==> src/rtl/serial_alu_driver_pkg.sv <==
// Shared ALU op-code constants and op classification helpers used by the
// ALU control block and the bit-serial driver.
package serial_alu_driver_pkg;

    localparam logic [3:0] OP_AND = 4'd0;
    localparam logic [3:0] OP_OR  = 4'd1;
    localparam logic [3:0] OP_ADD = 4'd2;
    localparam logic [3:0] OP_SUB = 4'd6;
    localparam logic [3:0] OP_SLT = 4'd7;
    localparam logic [3:0] OP_NOR = 4'd12;

    typedef enum logic [1:0] {
        ST_IDLE  = 2'd0,
        ST_RUN   = 2'd1,
        ST_FLAGS = 2'd2,
        ST_DONE  = 2'd3
    } state_t;

    function automatic logic op_is_legal(input logic [3:0] op);
        case (op)
            OP_AND, OP_OR, OP_ADD, OP_SUB, OP_SLT, OP_NOR: op_is_legal = 1'b1;
            default:                                       op_is_legal = 1'b0;
        endcase
    endfunction

    function automatic logic op_uses_sub(input logic [3:0] op);
        op_uses_sub = (op == OP_SUB) || (op == OP_SLT);
    endfunction

    // SLT is a subtraction whose verdict is formed from the MSB afterwards.
    function automatic logic [3:0] op_cell(input logic [3:0] op);
        op_cell = (op == OP_SLT) ? OP_SUB : op;
    endfunction

endpackage

==> src/rtl/serial_alu_driver_one_bit_alu.sv <==
// MIPS-style one-bit ALU slice: op[3] inverts A, op[2] (or sub) inverts B,
// op[1:0] selects AND / OR / SUM / LESS.
module one_bit_alu (
    input  logic       a_i,
    input  logic       b_i,
    input  logic       cin_i,
    input  logic       less_i,
    input  logic       sub_i,
    input  logic [3:0] op_i,
    output logic       r_o,
    output logic       cout_o
);

    logic a_eff;
    logic b_eff;
    logic sum;

    always_comb begin
        a_eff  = op_i[3] ? ~a_i : a_i;
        b_eff  = (op_i[2] | sub_i) ? ~b_i : b_i;
        sum    = a_eff ^ b_eff ^ cin_i;
        cout_o = (a_eff & b_eff) | (cin_i & (a_eff ^ b_eff));
        case (op_i[1:0])
            2'd0:    r_o = a_eff & b_eff;
            2'd1:    r_o = a_eff | b_eff;
            2'd2:    r_o = sum;
            default: r_o = less_i;
        endcase
    end

endmodule

==> src/rtl/serial_alu_driver.sv <==
// Bit-serial ALU engine: feeds one one_bit_alu cell LSB first, chaining the
// carry through a register, then forms result and MIPS-style flags.
module serial_alu_driver
    import serial_alu_driver_pkg::*;
#(
    parameter int WIDTH = 32,
    parameter int CW    = 6
) (
    input  logic             clk,
    input  logic             rst_n,
    input  logic             start,
    input  logic [3:0]       op,
    input  logic [WIDTH-1:0] a,
    input  logic [WIDTH-1:0] b,
    output logic             busy,
    output logic             done,
    output logic [WIDTH-1:0] result,
    output logic             zero,
    output logic             carry_out,
    output logic             overflow,
    output logic             err
);

    localparam logic [CW-1:0] LAST_BIT = CW'(WIDTH - 1);

    state_t           state_q;
    logic [3:0]       op_q;
    logic [WIDTH-1:0] a_sh_q;
    logic [WIDTH-1:0] b_sh_q;
    logic [WIDTH-1:0] res_sh_q;
    logic [CW-1:0]    cnt_q;
    logic             cy_q;
    logic             msb_cin_q;
    logic             msb_r_q;
    logic             cout_q;
    logic             busy_q;
    logic             done_q;
    logic [WIDTH-1:0] result_q;
    logic             zero_q;
    logic             carry_out_q;
    logic             overflow_q;
    logic             err_q;

    logic             cell_r;
    logic             cell_cout;
    logic             cell_sub_d;
    logic [3:0]       cell_op_d;
    logic             ovf_raw_d;
    logic [WIDTH-1:0] final_result_d;
    logic             final_carry_d;
    logic             final_ovf_d;

    always_comb begin
        cell_sub_d = op_uses_sub(op_q);
        cell_op_d  = op_cell(op_q);
    end

    one_bit_alu u_cell (
        .a_i    (a_sh_q[0]),
        .b_i    (b_sh_q[0]),
        .cin_i  (cy_q),
        .less_i (1'b0),
        .sub_i  (cell_sub_d),
        .op_i   (cell_op_d),
        .r_o    (cell_r),
        .cout_o (cell_cout)
    );

    // Flags only mean something for arithmetic; SLT folds overflow into its verdict.
    always_comb begin
        ovf_raw_d      = msb_cin_q ^ cout_q;
        final_result_d = res_sh_q;
        final_carry_d  = 1'b0;
        final_ovf_d    = 1'b0;
        case (op_q)
            OP_ADD, OP_SUB: begin
                final_carry_d = cout_q;
                final_ovf_d   = ovf_raw_d;
            end
            OP_SLT: begin
                final_result_d    = '0;
                final_result_d[0] = msb_r_q ^ ovf_raw_d;
            end
            default: ;
        endcase
    end

    always_ff @(posedge clk) begin
        if (!rst_n) begin
            state_q     <= ST_IDLE;
            op_q        <= OP_AND;
            a_sh_q      <= '0;
            b_sh_q      <= '0;
            res_sh_q    <= '0;
            cnt_q       <= '0;
            cy_q        <= 1'b0;
            msb_cin_q   <= 1'b0;
            msb_r_q     <= 1'b0;
            cout_q      <= 1'b0;
            busy_q      <= 1'b0;
            done_q      <= 1'b0;
            result_q    <= '0;
            zero_q      <= 1'b1;
            carry_out_q <= 1'b0;
            overflow_q  <= 1'b0;
            err_q       <= 1'b0;
        end else begin
            done_q <= 1'b0;
            case (state_q)
                ST_IDLE: begin
                    if (start) begin
                        if (op_is_legal(op)) begin
                            op_q    <= op;
                            a_sh_q  <= a;
                            b_sh_q  <= b;
                            cnt_q   <= '0;
                            cy_q    <= op_uses_sub(op);
                            busy_q  <= 1'b1;
                            err_q   <= 1'b0;
                            state_q <= ST_RUN;
                        end else begin
                            result_q    <= '0;
                            zero_q      <= 1'b1;
                            carry_out_q <= 1'b0;
                            overflow_q  <= 1'b0;
                            err_q       <= 1'b1;
                            done_q      <= 1'b1;
                            state_q     <= ST_DONE;
                        end
                    end
                end
                ST_RUN: begin
                    a_sh_q   <= a_sh_q >> 1;
                    b_sh_q   <= b_sh_q >> 1;
                    res_sh_q <= {cell_r, res_sh_q[WIDTH-1:1]};
                    cy_q     <= cell_cout;
                    cnt_q    <= cnt_q + 1'b1;
                    if (cnt_q == LAST_BIT) begin
                        msb_cin_q <= cy_q;
                        msb_r_q   <= cell_r;
                        cout_q    <= cell_cout;
                        busy_q    <= 1'b0;
                        state_q   <= ST_FLAGS;
                    end
                end
                ST_FLAGS: begin
                    result_q    <= final_result_d;
                    zero_q      <= (final_result_d == '0);
                    carry_out_q <= final_carry_d;
                    overflow_q  <= final_ovf_d;
                    done_q      <= 1'b1;
                    state_q     <= ST_DONE;
                end
                default: begin
                    state_q <= ST_IDLE;
                end
            endcase
        end
    end

    assign busy      = busy_q;
    assign done      = done_q;
    assign result    = result_q;
    assign zero      = zero_q;
    assign carry_out = carry_out_q;
    assign overflow  = overflow_q;
    assign err       = err_q;

endmodule
==> config.mk <==
export PLATFORM = sky130hd
export DESIGN_NAME = serial_alu_driver
export DESIGN_NICKNAME = d
export VERILOG_FILES = /design/src/rtl/serial_alu_driver_pkg.sv /design/src/rtl/serial_alu_driver_one_bit_alu.sv /design/src/rtl/serial_alu_driver.sv
export SDC_FILE = /design/constraint.sdc
export NUM_CORES = 1
export LEC_CHECK = 0
export ABC_AREA = 1
export CORE_MARGIN = 3
export CORE_UTILIZATION = 40
export CTS_BUF_LIST = sky130_fd_sc_hd__clkbuf_16
export CTS_CLUSTER_DIAMETER = 200
export DETAILED_ROUTE_END_ITERATION = 10
export SLEW_MARGIN = 20
export SYNTH_ARGS = -nofsm -noshare
export SYNTH_HDL_FRONTEND = slang
export SYNTH_SLANG_ARGS = --single-unit
==> constraint.sdc <==
create_clock -name clk -period 2.1 [get_ports clk]
set_input_delay 0.315 -clock clk [delete_from_list [all_inputs] [get_ports clk]]
set_output_delay 0.315 -clock clk [all_outputs]
set_load 0.01 [all_outputs]
# ---- After elaboration in Yosys (flattened, before gate mapping)
# Cells that the tools add are included.
dict set report totals {
  ff_bits 150
  latch_bits 0
  ramBits 0
  mem_bits_ro 0
  in_bits 71
  out_inout_bits 38
  wordCells 107
  mem_count 0
}
dict set report op_classes {
  addsub 1
  mul 0
  div 0
  n_lt_le_gt_ge 0
  eq_ne 17
  n_shift 0
  muxes 44
  bitwise_logic 11
  reduce_logical 17
}
# cell n
set op_table {}
lappend op_table {{$mux W32} 7}
lappend op_table {{$pmux W32 S2} 3}
lappend op_table {{$logic_not A32 Y1} 1}
lappend op_table {{$mux W1} 19}
lappend op_table {{$eq A4 B3 Y1 const B} 4}
lappend op_table {{$mux W6} 2}
lappend op_table {{$pmux W1 S2} 6}
lappend op_table {{$pmux W6 S2} 1}
lappend op_table {{$reduce_and A3 Y1} 3}
lappend op_table {{$eq A4 B2 Y1 const B} 2}
lappend op_table {{$ne A2 B2 Y1 const B} 4}
lappend op_table {{$add A6 B1 Y6 const B} 1}
lappend op_table {{$eq A6 B5 Y1 const B} 1}
lappend op_table {{$mux W2} 3}
lappend op_table {{$pmux W2 S3} 1}
lappend op_table {{$reduce_and A2 Y1} 3}
lappend op_table {{$reduce_or A6 Y1} 1}
lappend op_table {{$eq A2 B1 Y1 const B} 2}
lappend op_table {{$eq A2 B2 Y1 const B} 2}
lappend op_table {{$eq A4 B1 Y1 const B} 1}
lappend op_table {{$eq A4 B4 Y1 const B} 1}
lappend op_table {{$logic_not A2 Y1} 2}
lappend op_table {{$logic_not A4 Y1} 1}
lappend op_table {{$mux W4} 1}
lappend op_table {{other kinds (9)} 18}

# ---- Depth between registers and ports, before layout
dict set report logic_depth {
  word_depth 9
  depth_mapped 11
  ltp_nobuf 11
}

# ---- Hierarchy
# A second synthesis with hierarchy kept.
dict set report unflattened {
  hier_cells 1036
  hier_area_um2 7151.9
}
# mod n_inst cells_each area_each_um2 seq_area_each_um2
set modules_own_cells {}
lappend modules_own_cells {serial_alu_driver 1 1015 7019.2 3002.9}
lappend modules_own_cells {one_bit_alu 1 21 132.6 0.0}

# ---- Worst setup path before layout
# No wires, ideal clock.
dict set report synth_timing {
  path_type {reg-to-reg}
  startpoint {register state_q[1]}
  endpoint {register a_sh_q[24]}
  setup_ns 0.070
  t_arrival_ns 1.530
  required_ns 2.030
  setup_slack_ns 0.500
  path_stages_with_launch 11
  n_path_buf 3
  synth_period_minus_slack_ns 1.600
  path_cell_list {dfxtp_1 > inv_1 > ha_1 > buf_2 > inv_2 > buf_2 > buf_1 > nand2_1 > nand2_1 > nand2_1 > a21oi_1}
}
dict set report synth_via {
  elab_chain_cells 3
  word_cells_on_any_way 7
  classes_between {3 x eq/ne; 1 x mux; 3 x reduce/logical}
}
# item line_no
set synth_lines {}
lappend synth_lines {{start, declared} serial_alu_driver.sv:26} ;# state_t state_q;
lappend synth_lines {{start signal, assigned} serial_alu_driver.sv:90} ;# state_q <= ST_IDLE;
lappend synth_lines {{start signal, assigned} serial_alu_driver.sv:120} ;# state_q <= ST_RUN;
lappend synth_lines {{start signal, assigned} serial_alu_driver.sv:128} ;# state_q <= ST_DONE;
lappend synth_lines {{$eq A2 B1 Y1 / $logic_not A2 Y1 (equally long branches)} serial_alu_driver.sv:109} ;# case (state_q)
lappend synth_lines {{$reduce_bool A2 Y1 (no line) / $ne A2 B2 Y1 (equally long branches)} --}
lappend synth_lines {{$reduce_and A3 Y1 (no line)} --}
lappend synth_lines {{end signal, assigned} serial_alu_driver.sv:133} ;# a_sh_q <= a_sh_q >> 1;
lappend synth_lines {{end, declared} serial_alu_driver.sv:28} ;# logic [WIDTH-1:0] a_sh_q;
# Parallel ways exist; a longest one is shown, timed or not.
# A chain may end at the register's enable or synchronous reset.

# ---- Worst setup path after layout
dict set report layout_timing {
  startpoint {register state_q[0]}
  endpoint {register cnt_q[5]}
}
dict set report layout_via {
  elab_chain_cells 3
  word_cells_on_any_way 7
  classes_between {3 x eq/ne; 1 x mux; 3 x reduce/logical}
}
# item line_no
set layout_lines {}
lappend layout_lines {{$eq A2 B1 Y1 / $logic_not A2 Y1 (equally long branches)} serial_alu_driver.sv:109}
lappend layout_lines {{$reduce_bool A2 Y1 (no line) / $ne A2 B2 Y1 (equally long branches)} --}
lappend layout_lines {{$reduce_and A3 Y1 (no line)} --}
lappend layout_lines {{end signal, assigned} serial_alu_driver.sv:137} ;# cnt_q <= cnt_q + 1'b1;
lappend layout_lines {{end, declared} serial_alu_driver.sv:31} ;# logic [CW-1:0] cnt_q;
# Parallel ways exist; a longest one is shown, timed or not.

==> results.yml <==
sta:
  fmax_mhz: 530
  fin_tns_setup_ns: 0
  fin_skew_ns: 0.00557
  rsz0062_at_grt: "no"
  maxSlewHeadroom_pct: 73.4
  worstMarginPinSlew_ns: 0.394
  drv_slew: 0
  hold_viol: 0
  final.period_utilization_pct: 89.9
  layout_min_cycle_time_ns: 1.89
  setup_viol: 0
logic_synthesis:
  ys_warn_count: 0
  synth_compound_area_share_pct: 15.5
  synth_mux_area_share_pct: 0
  synthAdderAreaFrac_pct: 1.64
  netlist_area_um2: 6550
  synth_nets: 1033
  synth_xor_area_share_pct: 0.267
  ys_types: 26
  synth.avg_cell_area_um2: 6.87
  ys_seq_elements: 150
  syn_inst: 954
  synth_top_family_by_area: "simple AND/OR/NAND/NOR gates"
  yosysSeqAreaShare_pct: 45.8
  synthSimpleGateAreaFrac_pct: 29.8
final_layout:
  fin_util_pct: 53.0
  diodes: 0
  regArea_um2: 3000
  area_delta_synth_final_pct: 29.0
  multi_input_comb_area_um2: 3110
  drive_above_1_share_pct: 6.00
  fin_nets: 1117
  final_area_um2: 8450
  n_fill_cell: 1645
global_routing:
  antenna_found_initial: 0
  use_met1_pct: 23.9
  gr-usage-met2_pct: 29.4
  grt.busiest_layer: "met2"
  grt_max_degree: 75
  grt_pass1_vias: 5591
  grt.total_usage_pct: 17.9
  grt_overflow: 0
  met3_usage_pct: 4.54
  grt_pass1_wl_mm: 26.8
place:
  gp_congestion: 0.748
  port_buffers: 108
  post-dp-hpwl_mm: 10.1
  placed_cell_area_um2: 7840
power_and_ir_drop:
  leakagePower_nw: 3.42
  irDropWorstVdd_v: 0.000609
  p_per_area_nw_per_um2: 1270
  power_mw: 10.7
critical_path:
  arrival_ns: 2.20
  endpoint_kind: "flop"
  crit_path_max_fanout: 37
  start_kind: "flop"
  rr_startpoint: "state_q[0]$_SDFFE_PN0P_"
  crit_required_ns: 2.41
  crit_start: "state_q[0]$_SDFFE_PN0P_"
  crit_type: "reg2reg"
detailed_routing:
  viasPerCell: 4.77
  first_iter_violations: 339
  wl_mm: 16.0
  routedWlPerCell_um: 12.6
  dr.pass1.iters: 5
  drc: 0
  final_antenna_net_count: 0
  via_count: 6042
cts:
  cts_tree: "built"
  postCtsHoldBufs: 0
  cts_num_sinks: 150
  insertion_delay_ns: 0.42
  clk_pin_slew_worst_paths_ns: 0.06
  cts_max_level: 4
  cts_root_buf: "clkbuf_16"
  postCtsSetupRepairBufs: 0
  cts_buffer_depth: 2
  numCtsBuffers: 17
die:
  rows: 46
  die_area_um2: 17900
  die_w_um: 134
  pin_count: 109
  start_util_pct: 41.1
  die_h_um: 134
  coreArea_um2: 15900
hold_path:
  hp-start: "result[14]$_SDFFE_PN0P_"
  hp-class: "reg2reg"
outcome:
  status: "completed"
flow_run:
  max-cap-violations: 0
-- flip-flops by register name, indices dropped and copies added, names as in the netlist --
name,cells
op_q,4
b_sh_q,32
err,1
msb_r_q,1
carry_out,1
done,1
cnt_q,6
zero,1
msb_cin_q,1
a_sh_q,32
res_sh_q,32
state_q,2
cout_q,1
overflow,1
result,32
busy,1
cy_q,1
-- worst max-delay path, stage by stage (launching register included) --
cell and delay [ns]:
dfxtp_1 0.42, inv_1 0.09, ha_1 0.29, inv_1 0.10, nor2_1 0.04, inv_1 0.08, nand3_2 0.16, buf_12 0.23
nor2_1 0.17, nand3_1 0.09, nand2_1 0.07, nor2_1 0.03
-- metrics by stage --
step | instances | hold slack (ns) | setup slack (ns)
3_5_place_dp | 1234 | 0.455 | 0.00455
3_3_place_gp | 1234 | 0.451 | 0.0301
5_1_grt | 1266 | 0.482 | 0.0124
6_report | 1266 | 0.461 | 0.212
4_1_cts | 1265 | 0.464 | 0.0711
2_1_floorplan | 954 | 0.440 | 0.500
-- synthesized netlist by cell type --
cell type  number  share of area, %
clkbuf_1       37               2.1
ha_1            7               1.3
nand2_1       389                22
nor3b_1         1              0.11
o21ai_2         2              0.27
dfxtp_1       150                46
xnor2_1         1              0.13
buf_2          21               1.6
inv_2           5              0.29
a21oi_1       131                10
nand3_1        10              0.76
nand3_2         1              0.15
o21bai_1        1              0.11
nand4_1        36               3.4
buf_1           3              0.17
fa_1            1              0.31
o211ai_1        1              0.11
nand3b_1        1              0.11
nor2_1         47               2.7
buf_6           4              0.69
xor2_1          1              0.13
inv_1          36               2.1
or2_2           1             0.096
o21ai_0        64               4.9
a211oi_1        1              0.11
nor3_1          2              0.15
-- cells by family (layout without fill, tap and decap cells) --
family | after synthesis | in the layout
compound gates | 200 | 200
fa+ha+maj | 8 | 8
xor+xnor | 2 | 2
buf+inv | 106 | 202
simple gates | 488 | 488
flops | 150 | 150
-- report_power, final --
group          total (mW)  switching, mW  leakage (nW)  internal [mW]
clock network        3.04           1.19         0.276           1.85
registers            3.92          0.421          1.22           3.50
logic                3.75           2.42          1.92           1.33
-- cell usage in the layout, fill, tap and decap left out --
cell type and n:
o211ai_1 1, clkinv_2 6, nand3_1 10, fa_1 1
xnor2_1 1, nor2_1 47, clkdlybuf4s50_1 108, or2_2 1
bufinv_16 3, o21ai_0 64, clkbuf_16 18, ha_4 1
buf_12 5, o21bai_1 1, nand2_1 389, xor2_1 1
nand3b_1 1, nand4_1 36, clkinvlp_4 5, dfxtp_1 150
clkinv_4 1, nand3_2 1, buf_4 16, o21ai_2 2
inv_4 1, inv_2 3, nor3_1 2, inv_1 36
a211oi_1 1, a21oi_1 131, ha_1 6, nor3b_1 1
-- area by class of cell --
class | count | area share (%)
Sequential cell | 150 | 35.5
Clock inverter | 14 | 1.91
Clock buffer | 17 | 5.03
Inverter | 41 | 1.87
Tap cell | 216 | 3.20
Multi-Input combinational cell | 698 | 36.8
Timing Repair Buffer | 130 | 15.7
-- worst paths after layout --
check,end,cells past startpoint,slack (ns)
worst max-delay path,cnt_q[5]$_SDFFE_PN0P_,11,0.21
worst min-delay path,result[14]$_SDFFE_PN0P_,2,0.46
worst max register to register,cnt_q[5]$_SDFFE_PN0P_,11,0.21
worst min register to register,result[14]$_SDFFE_PN0P_,2,0.46
-- what timing repair did --
action                                 in CTS  in global routing
resized for setup                           0                  2
endpoints found under the hold margin       0                  0
setup endpoints to repair                   0                 35
-- metal layers --
metal,vias up,part of all wire [%]
li1,3249,-
met1,2696,49
met2,85,47
met3,12,3.5
met4,0,0.82
met5,-,0
Power figures use the tool's default switching activity.
